<file path="src/rtl/dcache_responder.sv">
// dcache_responder: direct-mapped, write-back, write-allocate data cache with 4-word lines.
// Define DCACHE_STATS_EN to add saturating hit_cnt / miss_cnt outputs.
module dcache_responder #(
  parameter int IDX_W = 3
) (
  input  logic         clk,
  input  logic         rst_n,
  input  logic         proc_read,
  input  logic         proc_write,
  input  logic [29:0]  proc_addr,
  input  logic [31:0]  proc_wdata,
  output logic         proc_stall,
  output logic [31:0]  proc_rdata,
  output logic         mem_read,
  output logic         mem_write,
  output logic [27:0]  mem_addr,
  output logic [127:0] mem_wdata,
  input  logic         mem_ready,
  input  logic [127:0] mem_rdata
`ifdef DCACHE_STATS_EN
  ,
  output logic [31:0]  hit_cnt,
  output logic [31:0]  miss_cnt
`endif
);

  localparam int NUM_LINES = 2 ** IDX_W;
  // Tag covers proc_addr[29:IDX_W+2] so {tag, index} spans the full 28-bit block address.
  localparam int TAG_W = 28 - IDX_W;

  typedef enum logic [1:0] {IDLE, WRITEBACK, ALLOCATE} state_t;

  state_t               state;
  logic [NUM_LINES-1:0] valid;
  logic [NUM_LINES-1:0] dirty;
  logic [TAG_W-1:0]     tag_arr  [NUM_LINES];
  logic [127:0]         data_arr [NUM_LINES];

  logic [1:0]       offset;
  logic [IDX_W-1:0] index;
  logic [TAG_W-1:0] tag;
  logic [27:0]      blk_addr;
  logic [127:0]     line;
  logic             req;
  logic             hit;
  logic             idle_hit;
  logic             idle_miss;
  logic             victim_dirty;

  assign offset       = proc_addr[1:0];
  assign index        = proc_addr[IDX_W+1:2];
  assign tag          = proc_addr[29:IDX_W+2];
  assign blk_addr     = proc_addr[29:2];
  assign line         = data_arr[index];
  assign req          = proc_read | proc_write;
  assign hit          = valid[index] && (tag_arr[index] == tag);
  assign idle_hit     = (state == IDLE) && req && hit;
  assign idle_miss    = (state == IDLE) && req && !hit;
  assign victim_dirty = valid[index] && dirty[index];

  // Stall and read data are combinational so hits complete with no bubble.
  assign proc_stall = rst_n && ((state != IDLE) || idle_miss);
  assign proc_rdata = (idle_hit && proc_read) ? line[{offset, 5'b0} +: 32] : 32'd0;

`ifdef DCACHE_STATS_EN
  logic refilled;

  function automatic logic [31:0] sat_inc(input logic [31:0] v);
    return (v == 32'hFFFF_FFFF) ? v : v + 32'd1;
  endfunction
`endif

  always_ff @(posedge clk or negedge rst_n) begin
    if (!rst_n) begin
      state     <= IDLE;
      valid     <= '0;
      dirty     <= '0;
      mem_read  <= 1'b0;
      mem_write <= 1'b0;
`ifdef DCACHE_STATS_EN
      hit_cnt   <= 32'd0;
      miss_cnt  <= 32'd0;
      refilled  <= 1'b0;
`endif
    end else begin
      case (state)
        IDLE: begin
          if (idle_hit && proc_write) dirty[index] <= 1'b1;
          if (idle_miss) begin
            if (victim_dirty) begin
              state     <= WRITEBACK;
              mem_write <= 1'b1;
            end else begin
              state     <= ALLOCATE;
              mem_read  <= 1'b1;
            end
          end
        end
        WRITEBACK: begin
          if (mem_ready) begin
            dirty[index] <= 1'b0;
            state        <= ALLOCATE;
            mem_write    <= 1'b0;
            mem_read     <= 1'b1;
          end
        end
        ALLOCATE: begin
          if (mem_ready) begin
            valid[index] <= 1'b1;
            dirty[index] <= 1'b0;
            state        <= IDLE;
            mem_read     <= 1'b0;
          end
        end
        default: state <= IDLE;
      endcase
`ifdef DCACHE_STATS_EN
      // A hit right after a refill finishes a miss and is not a first-presentation hit.
      if (idle_hit && !refilled) hit_cnt <= sat_inc(hit_cnt);
      if (idle_miss) miss_cnt <= sat_inc(miss_cnt);
      if (state == ALLOCATE && mem_ready) refilled <= 1'b1;
      else if (state == IDLE) refilled <= 1'b0;
`endif
    end
  end

  // Line storage and memory request payload carry no reset.
  always_ff @(posedge clk) begin
    if (idle_hit && proc_write) data_arr[index][{offset, 5'b0} +: 32] <= proc_wdata;
    if (state == ALLOCATE && mem_ready) begin
      data_arr[index] <= mem_rdata;
      tag_arr[index]  <= tag;
    end
    if (idle_miss) begin
      mem_addr  <= victim_dirty ? {tag_arr[index], index} : blk_addr;
      mem_wdata <= line;
    end else if (state == WRITEBACK && mem_ready) begin
      mem_addr  <= blk_addr;
    end
  end

endmodule
</file>
<file path="config.mk">
export PLATFORM = sky130hd
export DESIGN_NAME = dcache_responder
export DESIGN_NICKNAME = d
export VERILOG_FILES = /design/src/rtl/dcache_responder.sv
export SDC_FILE = /design/constraint.sdc
export NUM_CORES = 1
export LEC_CHECK = 0
export ABC_AREA = 1
export BUFFER_PORTS_ARGS = -buffer_cell sky130_fd_sc_hd__clkbuf_2
export CORE_MARGIN = 5
export CORE_UTILIZATION = 43
export CTS_BUF_LIST = sky130_fd_sc_hd__clkbuf_4 sky130_fd_sc_hd__clkbuf_8
export DETAILED_ROUTE_END_ITERATION = 8
export PLACE_DENSITY = 0.61
export SYNTH_ARGS = -nofsm -noshare
export SYNTH_HDL_FRONTEND = slang
export SYNTH_SLANG_ARGS = --single-unit
</file>
<file path="constraint.sdc">
create_clock -name clk -period 12.7 [get_ports clk]
set_input_delay 0.635 -clock clk [delete_from_list [all_inputs] [get_ports clk]]
set_output_delay 0.635 -clock clk [all_outputs]
set_load 0.1 [all_outputs]
</file>
-- Yosys cells after proc, flatten, opt, wreduce, memory -nomap -nowiden
Memory sizes are Yosys's and may differ from the RTL's.
Index checks and enable logic that the tools add are counted.
- bits in registers: 176
- output and inout port bits: 191
- logic and storage cells: 341
- memories kept: 2
- bits in writable memories: 1224
- $lt $le $gt $ge: 2
- reductions and logical operators: 25
- bitwise operators: 133
- add/sub/neg operators: 1
- mux-type cells: 158
- equality and inequality tests: 10
- shifts and indexed selects: 3
- memories (memory ; words ; bits a word ; rd ports ; clocked after memory_dff ; wr ports ; RTL line ; RTL):
    data_arr ; 8 ; 128 ; 1 ; 0 ; 1 ; 37 ; logic [127:0] data_arr [NUM_LINES];
    tag_arr ; 8 ; 25 ; 1 ; 0 ; 1 ; 36 ; logic [TAG_W-1:0] tag_arr [NUM_LINES];
- operator list (cell ; number):
    1-bit 2-to-1 mux ; 140
    1-bit OR ; 129
    128-bit 2-to-1 mux ; 1
    32-bit by 9-bit variable shift with 128-bit output (first input constant) ; 1
    128-bit by 8-bit variable part select with 32-bit output ; 1
    32-bit by 9-bit variable part select with 128-bit output ; 1
    28-bit 2-to-1 mux ; 3
    32-bit 2-to-1 mux ; 1
    25-bit equality test ; 1
    8-bit 2-to-1 mux ; 2
    8-bit OR ; 2
    8-bit one-hot mux with 2 select lines ; 1
    1-bit logical AND ; 11
    2-bit != test (second input constant) ; 5
    7-bit negator with 9-bit output ; 1
    8-bit AND ; 1
    2-bit 2-to-1 mux ; 4
    8-bit inverter ; 1
    2-bit nonzero test ; 4
    1-bit binary-select mux with 3-bit select ; 2
    2-bit one-hot mux with 3 select lines ; 1
    3-bit AND reduction ; 2
    5-bit AND reduction ; 1
    3-bit by 4-bit less-than comparator with 1-bit output (second input constant) ; 1
    14 further kinds ; 15

-- Longest topological paths before layout
- depth in word-level cells: 8
- gate-level depth with buffers: 22
- gate-level depth less buffers: 19

-- Worst setup path before layout
Ideal clock, no wire load.
- path type: input to register
- start point: input proc_addr[2]
- end point: register mem_wdata[0] (enable)
- stages: 14
- required time: 12.219 ns
- data arrival time: 4.342 ns
- path buffers: 2
- setup time: 0.481 ns
- path slack: 7.877 ns
- cells stage by stage: buf_6 buf_2 or2_2 nand3_1 nand2_1 nor2_1 nand2_1 nand2_1 nor2_1 nand3_1 nor2_1 nand2_1 nand2_2 inv_1
- longest elaborated chain between the ends: 5
- elaborated cells on any way between the ends: 7
- RTL lines (item ; RTL line ; RTL):
    from (decl) ; 10 ; input logic [29:0] proc_addr,
    memory 8 x 25 bit / 1-bit binary-select mux with 3-bit select (equally long branches) ; -- ;
    25-bit equality test / 1-bit 2-to-1 mux (equally long branches) ; 56 ; assign hit = valid[index] && (tag_arr[index] == tag);
    1-bit logical AND * ; 56 ;
    1-bit logical NOT * ; 58 ; assign idle_miss = (state == IDLE) && req && !hit;
    1-bit logical AND * ; 58 ;
    to (signal assigned) ; 136 ; mem_wdata <= line;
    to (decl) ; 17 ; output logic [127:0] mem_wdata,
Mark *: on every way between the ends. The rest lies on a longest branch, timed or not. The select of a mux whose other input is x is not followed.
A chain may end at the register's enable or synchronous reset.

-- Final worst setup path
- start point: input proc_addr[3]
- end point: output proc_rdata[16]
- elaborated cells on any way between the ends: 10
- RTL lines (item ; RTL line ; RTL):
    memory 8 x 128 bit ; -- ;
    via line[16] ; 43 ; logic [127:0] line;
    128-bit by 8-bit variable part select with 32-bit output ; 63 ; assign proc_rdata = (idle_hit && proc_read) ? line[{offset, 5'b0} +: 32] : 32'd0;
    32-bit 2-to-1 mux ; 63 ;
    to (decl) ; 13 ; output logic [31:0] proc_rdata,
The timed path passes the listed nets, and every way through them passes these cells. The select of a mux whose other input is x is not followed.

==> impl_results.md <==
* Status: completed
* Final Setup Violations at 0
* Worst skew pair latency at roughly 980 ps
* Die Y at 369 um
* Area leader, netlist: edfxtp_1
* WL per Instance at roughly 30 um
* CTS sink cnt at 1400
* Startpoint types: primary input
* Clock slew at reported path FFs at 60 ps
* Post-route ant nets at 0
* Gr usage total at roughly 28%
* Routability cong. at ~1.1
* # DRC at 0
* Cell with the most instances after synthesis: edfxtp_1
* Setup TNS at 0 ps
* Total congestion overflow at 0
* Cell family with most CP delay: buffers and inverters
* Drt pass-1 iters at 6
* Fin nets at 4743
* Longest Clk Path Bufs at 3
* Seq cells post-synth at 1400
* Vias per cell at roughly 5.9
* Ports at roughly 390
* Max VDD drop at around 0.15 mV
* Hold Crit Class: primary input to flip-flop
* Cell row count at ~130
* CP max stage delay at between 800 and 900 ps
* Clk pwr share at between 20 and 30%
* WP buf/inv at 5
* Final non-filler cell total at between 6000 and 7000
* Post-CTS Repair Setup Buffers at 0
* Post-synth top cells: edfxtp_1 (1380), nand2_1 (831), inv_1 (279)
* Post-Synthesis Cells at between 4000 and 5000
* H-tree depth at 4
* Final hold viol count at 0
* Pwr dens at 200 nW/um2
* Max Fclk at about 0.15 GHz
* Crit Path Max Fanout at 76
* WP depth at 13
* Sequential fraction of the synthesis area at 75.8%
* Synth top area cells: edfxtp_1 (75%), nand2_1 (5.6%), a221oi_1 (2.5%)
* Switching Share at 36.7%
* Largest net degree at the start of global routing at 93
* Ys flop type: edfxtp_1
* Post-synth EDFFs at ~1400
* CP endpoint: proc_rdata[16]
* RSZ-0062 raised after global routing: false
* Max cap viols at 0
* Post-Syn Area per Cell at roughly 14 um2
* CP max-delay cell: inv_6
* Clock skew at roughly 69 ps
* CP Data Arrival Time at 6210 ps
* Synth warn at 0
* Internal power at a little over 8 mW
* Die width at 369 um
* Cell count after placement at 5967
* R2R cell count at 7
* Final HPWL DP at approximately 120000 um
* Critical Path Source: proc_addr[3]
* Synthesized area at approximately 55000 um2
* Fraction of layout cells with a size suffix above 1 at between 10% and 20%
* Core area at 128000 um2
* Area share of the largest cell type after synthesis at approximately 75%
* Reg2reg start: state[0]
* Most common cell type on the critical path: nand2_1
* Critical path data required time at roughly 12000 ps
* Switch Pwr at between 4 and 5 mW
* Reg2reg end: data_arr[0][86]
* Relative slew slack at under 10%
* Distinct cells, synth at 39
* Asr flop ratio synth at under 10%
* Min cycle time layout at a little under 7000 ps
* Critical Path, Cell by Cell: clkbuf_2 > inv_2 > nor2_4 > nand2_1 > inv_6 > buf_4 > nand2_1 > nand2_1 > a221oi_1 > nand4_1 > o211ai_1 > a21oi_1 > clkbuf_2
* Via count at approximately 38000
* Inserted Clock Buffers at roughly 220
* Worst Max-Slew Pin Slew at 1370 ps
* Logic pwr share at 23.8%
* R2R Setup Slk at a little over 8000 ps
* Detailed-route wire length at between 150000 and 200000 um
* CTS tree: done
* First-pass GRT wire length at around 270000 um
* Period utilisation layout at a little over half
* Crit. End Element: output port
* Area Growth Syn to Fin at 15.0%
* Die ar. at about 140000 um2
* Port bufs at between 300 and 400
* Max Transition Viols Final at 0
* CTS Root Cell: clkbuf_8
* Initial Util at between 40% and 50%
* Worst Setup Path Type: primary input to output port
* Leak at around 23 nW
* Register share of total power at a little under half
* Initial antenna violation count at 14
* Vias in the first global route at about 36000
* Iteration-0 DRC count of the detailed router at 5254
* Syn nets at roughly 4300
[timing repair]
item,4_1_cts,5_1_grt
hold endpoints to repair,99,0
hold buffers,13,0
endpoints found under the setup margin,0,0
resized for setup,0,0
[metal layers]
metal	global-route usage, %	routed length (um)	vias to the layer above
li1	-	-	16000
met1	38.9	76200	18600
met2	41.9	85000	2646
met3	9.97	26900	343
met4	11.1	8560	8
met5	0	149	-
[power groups by stage]
stage	Sequential, mW	Combinational, mW	Clock [mW]
global placement	6.09	2.97	0
finish	6.00	3.03	3.71
global route	6.02	3.13	3.97
CTS	6.00	3.01	3.74
floorplan	7.27	0.779	0
detailed placement	6.09	3.00	0
[cells in the final DEF, fill, tap and decap left out, drive strengths merged, types with 16 or more instances in the layout]
cell type and instances:
nand3 246, clkinv 88, inv 298, clkbuf 683, buf 88, nand4 79
a21oi 118, a221oi 161, o21bai 23, o211ai 44, edfxtp 1380, dfrtp 20
nor2 222, nand2 839, a22oi 80, or2 16, o21ai 141, a22o 139
[state kept, by name, summed over array words and instances (netlist names), named ones only]
name       flops
data_arr    1024
tag_arr      200
mem_wdata    128
mem_addr      28
valid          8
state          2
mem_read       1
mem_write      1
[worst min-delay path by stage]
stage	start	endpoint	slack [ps]	cells after the start
detailed placement	valid[0]	valid[0]	450	2
global placement	valid[4]	valid[4]	440	2
CTS	proc_addr[27]	tag_arr[1][22]	0.4	1
global route	proc_addr[27]	tag_arr[6][22]	40	1
floorplan	rst_n	asynchronous set/reset pin	340	0
finish	proc_addr[28]	tag_arr[1][23]	80	1
[kinds of logic (layout without fill, tap and decap cells)]
family | count (synthesis) | in the layout | share of synthesized area, %
buffers and inverters | 520 | 1176 | 3.96
AO/OA/AOI/OAI | 720 | 720 | 9.30
other | 0 | 7 | 0
adder cells (fa/ha/maj) | 9 | 9 | 0.204
AND/OR/NAND/NOR | 1412 | 1412 | 10.7
flip-flops | 1400 | 1400 | 75.8
[metrics by stage]
| stage | hold WS (ps) | power, mW | instance area, um2 | setup slack [ps] | utilization, % |
|---|---|---|---|---|---|
| after global placement | 444 | 9.06 | 59200 | 6070 | 46.4 |
| after CTS | 0.440 | 12.7 | 63600 | 6010 | 49.8 |
| after global routing | 36.3 | 13.1 | 63600 | 5730 | 49.8 |
| after floorplan | 339 | 8.05 | 55300 | 7880 | - |
| after detailed placement | 449 | 9.09 | 59200 | 6020 | 46.4 |
| final | 75.7 | 12.7 | 63600 | 5860 | 49.8 |
[final cells by class]
type | count | area [um2]
Fill cell | 11000 | 64100
Clock inverter | 99 | 567
Tap cell | 1662 | 2080
Antenna cell | 7 | 17.5
Timing Repair Buffer | 484 | 2710
Inverter | 293 | 1140
Sequential cell | 1400 | 41900
Clock buffer | 300 | 3640
Multi-Input combinational cell | 2141 | 11500
Note: power is estimated with default switching activity, not from simulation.
